<file path="config.mk">
export PLATFORM = sky130hd
export DESIGN_NAME = keypad_scan
export DESIGN_NICKNAME = d
export VERILOG_FILES = /design/src/rtl/keypad_scan.sv
export SDC_FILE = /design/constraint.sdc
export NUM_CORES = 1
export LEC_CHECK = 0
export BUFFER_PORTS_ARGS = -buffer_cell sky130_fd_sc_hd__buf_4
export CAP_MARGIN = 5
export CORE_ASPECT_RATIO = 1.25
export CORE_UTILIZATION = 42
export DETAILED_ROUTE_END_ITERATION = 8
export PLACE_DENSITY = 0.65
export SYNTH_ARGS = -nofsm -noshare
export SYNTH_HDL_FRONTEND = slang
export SYNTH_SLANG_ARGS = --single-unit
export TNS_END_PERCENT = 1
</file>
<file path="constraint.sdc">
create_clock -name clk -period 5.85 [get_ports clk]
set_input_delay 1.17 -clock clk [delete_from_list [all_inputs] [get_ports clk]]
set_output_delay 1.17 -clock clk [all_outputs]
set_load 0.005 [all_outputs]
</file>
<file path="src/rtl/keypad_scan.sv">
// Purpose : 4x4 matrix keypad scanner on the CPU IO bus; one debounced key code per press, read-to-clear.
// Latency : press accepted DEBOUNCE_CNT sweeps (4*SCAN_DIV clk each) after it is stable, plus 2 clk of row sync.
// Backpr. : none; a press latched while valid=1 overwrites the code (and flags ovr when KEYPAD_OVERRUN_EN).
//
// Ports: clk/rst (async active-high); keycs/keyread/keyaddr[1:0] bus read strobe and address,
//        keyrdata[15:0] combinational read data; row_i[3:0] active-low rows in; col_o[3:0] active-low column drive.
// Optional: `define KEYPAD_OVERRUN_EN adds the sticky overrun flag at bit 5 of addr 0.
module keypad_scan #(
    parameter logic [15:0] SCAN_DIV     = 16'd5000,
    parameter logic [3:0]  DEBOUNCE_CNT = 4'd4
) (
    input  logic        clk,
    input  logic        rst,
    input  logic        keycs,
    input  logic        keyread,
    input  logic [1:0]  keyaddr,
    output logic [15:0] keyrdata,
    input  logic [3:0]  row_i,
    output logic [3:0]  col_o
);
    localparam logic [1:0] ST_IDLE      = 2'd0;
    localparam logic [1:0] ST_DEB_PRESS = 2'd1;
    localparam logic [1:0] ST_HELD      = 2'd2;
    localparam logic [1:0] ST_DEB_REL   = 2'd3;

    logic [3:0]  row_s1, row_s2;
    logic [15:0] dwell;
    logic [1:0]  col_idx;
    logic        dwell_end, sweep_end;
    logic        hit;
    logic [1:0]  hit_row;
    logic [3:0]  hit_code;
    logic        acc_vld;
    logic [3:0]  acc_code;
    logic        sweep_vld;
    logic [3:0]  sweep_code;
    logic [1:0]  state;
    logic [3:0]  deb_cnt, deb_next, deb_code;
    logic        latch, rd_clr;
    logic [3:0]  code;
    logic        valid;
    logic        ovr;
    logic [15:0] press_cnt;

    // Row synchronizer
    always_ff @(posedge clk or posedge rst) begin
        if (rst) begin
            row_s1 <= 4'hF;
            row_s2 <= 4'hF;
        end else begin
            row_s1 <= row_i;
            row_s2 <= row_s1;
        end
    end

    // Column driver: each column dwells SCAN_DIV cycles
    assign dwell_end = (dwell == SCAN_DIV - 16'd1);
    assign sweep_end = dwell_end && (col_idx == 2'd3);
    assign col_o     = ~(4'b0001 << col_idx);

    always_ff @(posedge clk or posedge rst) begin
        if (rst) begin
            dwell   <= '0;
            col_idx <= '0;
        end else if (dwell_end) begin
            dwell   <= '0;
            col_idx <= col_idx + 2'd1;
        end else begin
            dwell <= dwell + 16'd1;
        end
    end

    // Lowest active row in the currently driven column
    always_comb begin
        hit     = 1'b1;
        hit_row = 2'd0;
        if (!row_s2[0])      hit_row = 2'd0;
        else if (!row_s2[1]) hit_row = 2'd1;
        else if (!row_s2[2]) hit_row = 2'd2;
        else if (!row_s2[3]) hit_row = 2'd3;
        else                 hit     = 1'b0;
    end
    assign hit_code = {hit_row, col_idx};

    // Sweep candidate = smallest code seen so far this sweep, including the current sample.
    always_comb begin
        sweep_vld  = acc_vld;
        sweep_code = acc_code;
        if (hit && (!acc_vld || (hit_code < acc_code))) begin
            sweep_vld  = 1'b1;
            sweep_code = hit_code;
        end
    end

    always_ff @(posedge clk or posedge rst) begin
        if (rst) begin
            acc_vld  <= 1'b0;
            acc_code <= '0;
        end else if (dwell_end) begin
            // The column-3 sample closes the sweep; start the next one empty.
            acc_vld  <= sweep_end ? 1'b0 : sweep_vld;
            acc_code <= sweep_end ? 4'd0 : sweep_code;
        end
    end

    // Debounce FSM, stepped once per sweep
    assign deb_next = deb_cnt + 4'd1;

    always_comb begin
        latch = 1'b0;
        if (sweep_end) begin
            case (state)
                ST_IDLE:      latch = sweep_vld && (DEBOUNCE_CNT == 4'd1);
                ST_DEB_PRESS: latch = sweep_vld && (sweep_code == deb_code) && (deb_next >= DEBOUNCE_CNT);
                default:      latch = 1'b0;
            endcase
        end
    end

    always_ff @(posedge clk or posedge rst) begin
        if (rst) begin
            state    <= ST_IDLE;
            deb_cnt  <= '0;
            deb_code <= '0;
        end else if (sweep_end) begin
            case (state)
                ST_IDLE: if (sweep_vld) begin
                    deb_code <= sweep_code;
                    deb_cnt  <= 4'd1;
                    state    <= latch ? ST_HELD : ST_DEB_PRESS;
                end
                ST_DEB_PRESS: if (sweep_vld && (sweep_code == deb_code)) begin
                    deb_cnt <= deb_next;
                    if (latch) state <= ST_HELD;
                end else begin
                    deb_cnt <= '0;
                    state   <= ST_IDLE;
                end
                ST_HELD: if (!sweep_vld) begin
                    deb_cnt <= 4'd1;
                    state   <= (DEBOUNCE_CNT == 4'd1) ? ST_IDLE : ST_DEB_REL;
                end
                ST_DEB_REL: if (!sweep_vld) begin
                    deb_cnt <= deb_next;
                    if (deb_next >= DEBOUNCE_CNT) state <= ST_IDLE;
                end else begin
                    state <= ST_HELD;
                end
                default: state <= ST_IDLE;
            endcase
        end
    end

    // Result registers; a latch beats a same-cycle read-to-clear.
    assign rd_clr = keycs && keyread && (keyaddr == 2'b00);

    always_ff @(posedge clk or posedge rst) begin
        if (rst) begin
            code      <= '0;
            valid     <= 1'b0;
            press_cnt <= '0;
        end else if (latch) begin
            code      <= sweep_code;
            valid     <= 1'b1;
            press_cnt <= press_cnt + 16'd1;
        end else if (rd_clr) begin
            valid <= 1'b0;
        end
    end

`ifdef KEYPAD_OVERRUN_EN
    always_ff @(posedge clk or posedge rst) begin
        if (rst)
            ovr <= 1'b0;
        else if (latch)
            ovr <= valid && !rd_clr;
        else if (rd_clr)
            ovr <= 1'b0;
    end
`else
    assign ovr = 1'b0;
`endif

    always_comb begin
        keyrdata = '0;
        if (keycs && keyread) begin
            case (keyaddr)
                2'b00:   keyrdata = {10'b0, ovr, valid, code};
                2'b10:   keyrdata = press_cnt;
                default: keyrdata = '0;
            endcase
        end
    end
endmodule

</file>
==> impl_results.md <==
- Top-count cell post-synth: dfrtp_1
- Tcrit/Tclk final: 66.1%
- Vias/cell: 5.51
- Total core area: around 0.0075 mm2
- Hold-fix buffers, CTS: 0
- Clk_lat worst skew: 0.34 ns
- Status: finished, final reports clean
- Post-Synth XOR/XNOR Area: under 10%
- H-tree depth: 3
- HP Class: register to register
- Clk sink count: 62
- CP Cell Sequence: nand2b_1 -> a21boi_0 -> ha_1 -> o211ai_1 -> o21ai_0 -> a21oi_1 -> a311o_1 -> and4_1 -> mux2_2
- Die Span Y: 101 um
- Post-cts sizing count: 0
- Leakage: between 1.5 and 2 nW
- 1st-pass router iterations: 4
- Post-CTS repair timing setup buffer count: 0
- Largest net degree at the start of global routing: 63
- Layout cells sized above 1: 20.0%
- Initial antenna violation count: 0
- Worst r2r path cells: 9
- Vias in the first global route: around 2500
- Yosys warns: 0
- Crit path max fanout: 14
- Crit path time final: 3.86 ns
- RSZ-0062 raised after global routing: no
- Final non-filler cell total: roughly 450
- Clock buffer count from CTS: 9
- # rows: 35
- Setup CP Type: register to register
- Mux share of post-synthesis cell area: ~3.8%
- Top cells by count, synth: dfrtp_1 (54), nor2_1 (26), nand2_1 (21), xnor2_1 (17), nand4_1 (15)
- Chip width: around 80 um
- Post-Syn Nets: about 340
- Global-route wire length before repair: roughly 11000 um
- Max clock buf depth: 2
- Cell variety after synth: between 50 and 60
- Initial DRC Count: approximately 160
- Main synth FF type: dfrtp_1
- Clk_skew: ~0.0095 ns
- Area Overhead vs Synth: 15.0%
- Fin Setup TNS: 0 ns
- Area of the mapped netlist: 0.00332 mm2
- Peak supply drop: ~0.18 mV
- P per Cell Area: approximately 210 mW/mm2
- CTS tree: done
- Total power: just over 0.8 mW
- Synth async-reset ratio: 100%
- Die area: 0.00827 mm2
- Synth Area in Simple Gates: 23.3%
- Worst Hold Depth: 0
- Vias: between 2000 and 2500
- Final core utilization: roughly 51%
- Fmax: ~260 MHz
- Mapped Cells: approximately 320
- Synth Area per Inst: about 10 um2
- Slew of the pin with the lowest slew margin: roughly 0.78 ns
- Remaining antenna violation count: 0
- Synth Area in Adders: about 3.8%
- # DRC: 0
- Routed wire per std cell: 14.2 um
- Initial Util: between 40% and 50%
- Compound-cell area share of the yosys netlist: around 11%
- Top cells by area, synth: dfrtp_1 (41%), dfstp_2 (6.3%), xnor2_1 (4.5%), ha_1 (3.8%), xor2_1 (3.7%)
- Critical-path top delay cell: a21oi_1
- Crit start category: register
- Total track usage: 18.2%
- I/O Buffers: 29
- Number of enable flip-flop cells after synthesis: 0
- GPL Wtd Cong: roughly 0.84
- Fin. max-slew vios: 0
- Register area share after synthesis: a little under half
- CP required: roughly 6.1 ns
- Hold Violations, Final: 0
- Gr ovfl total: 0
- Critical Path Sink Type: register
- # diodes: 0
- Yosys top cell area share: around two fifths
- Main combinational cell family by area after synthesis: simple AND/OR/NAND/NOR gates
- Fin nets: 375
- Clock-pin slew on the worst setup and hold paths: 0.08 ns
- IO Count: 30
- Area leader, netlist: dfrtp_1
- Critical Path Max Stage Delay: 0.65 ns
- # setup viols final: 0
- Max Cap Violations: 0
- #FFs+latches synth: 62
- Rel. slew slack: about half
- WP data arrival: 4.10 ns
- Dpl cells: roughly 440
- Total Routed Length: around 6400 um
- Root Buffer Master: clkbuf_8
- Post-DP HPWL: approximately 4700 um
==> final cells by class <==
type | instances | area [um2]
multi-input combinational | 237 | 1670
tap | 92 | 115
clock buffer | 10 | 138
sequential | 62 | 1560
clock inverter | 6 | 47.5
timing repair buffer | 31 | 233
inverter | 14 | 52.6
fill | 712 | 3710
==> cells in the final DEF, fill, tap and decap left out, types with 12 or more instances in the layout <==
| cell | Yosys | routed |
|---|---|---|
| dfrtp_1 | 54 | 54 |
| buf_4 | 1 | 31 |
| nor2_1 | 26 | 26 |
| nand2_1 | 21 | 21 |
| xnor2_1 | 17 | 17 |
| nand4_1 | 15 | 15 |
| xor2_1 | 14 | 14 |
| nand3_1 | 13 | 13 |
| inv_1 | 14 | 13 |
| a21oi_1 | 12 | 12 |
| and2_1 | 12 | 12 |
==> logic make-up (layout without fill, tap and decap cells) <==
family,count (synthesis),in the layout
simple gates,133,133
fa+ha+maj,10,10
buf+inv,22,61
mux,12,12
compound gates,50,50
xor+xnor,32,32
flops,62,62
==> sequential cells by signal, summed over array words and instances, names as in the netlist <==
signal and cells:
row_s2 4, row_s1 4, state 2, dwell 16
valid 1, col_idx 2, acc_vld 1, deb_code 4
deb_cnt 4, acc_code 4, code 4, press_cnt 16
==> metal layers <==
layer,wire length (um),part of all wire [%],up-vias,track usage [%]
met1,2680,42,1208,20.6
met4,226,3.5,0,11.7
met5,0,0,-,0
li1,-,-,1214,-
met2,3300,51,48,30.9
met3,207,3.2,21,3.51
==> worst max-delay path, delay by kind of cell (launching register included) <==
family / cells / cell delay (ns)
AO/OA/AOI/OAI: 5 / 1.83
AND/OR/NAND/NOR: 2 / 0.63
flip-flops: 1 / 0.57
multiplexers: 1 / 0.39
adder cells (fa/ha/maj): 1 / 0.34
==> final timing paths <==
kind	startpoint	endpoint	slack, ns
hold reg to reg	row_s1[1]	row_s2[1]	0.36
max in group asynchronous	rst	dwell[5]	4.28
hold / removal	row_s1[1]	row_s2[1]	0.36
setup reg to reg	row_s2[2]	press_cnt[1]	1.99
min in group asynchronous	rst	code[3]	1.04
setup / recovery	row_s2[2]	press_cnt[1]	1.99
==> power breakdown <==
part,switching [mW],internal [mW]
Clock,0.173,0.166
Combinational,0.0189,0.00999
Sequential,0.00227,0.434
==> stage by stage <==
stage | hold WS (ns) | setup WS (ns) | instance area (um2)
floorplan | 0.345 | 2.47 | 3320
CTS | 0.359 | 1.97 | 3820
global route | 0.366 | 1.60 | 3820
detailed placement | 0.348 | 2.00 | 3630
finish | 0.358 | 1.99 | 3820
global placement | 0.347 | 2.14 | 3630
(Power assumes the default switching activity.)
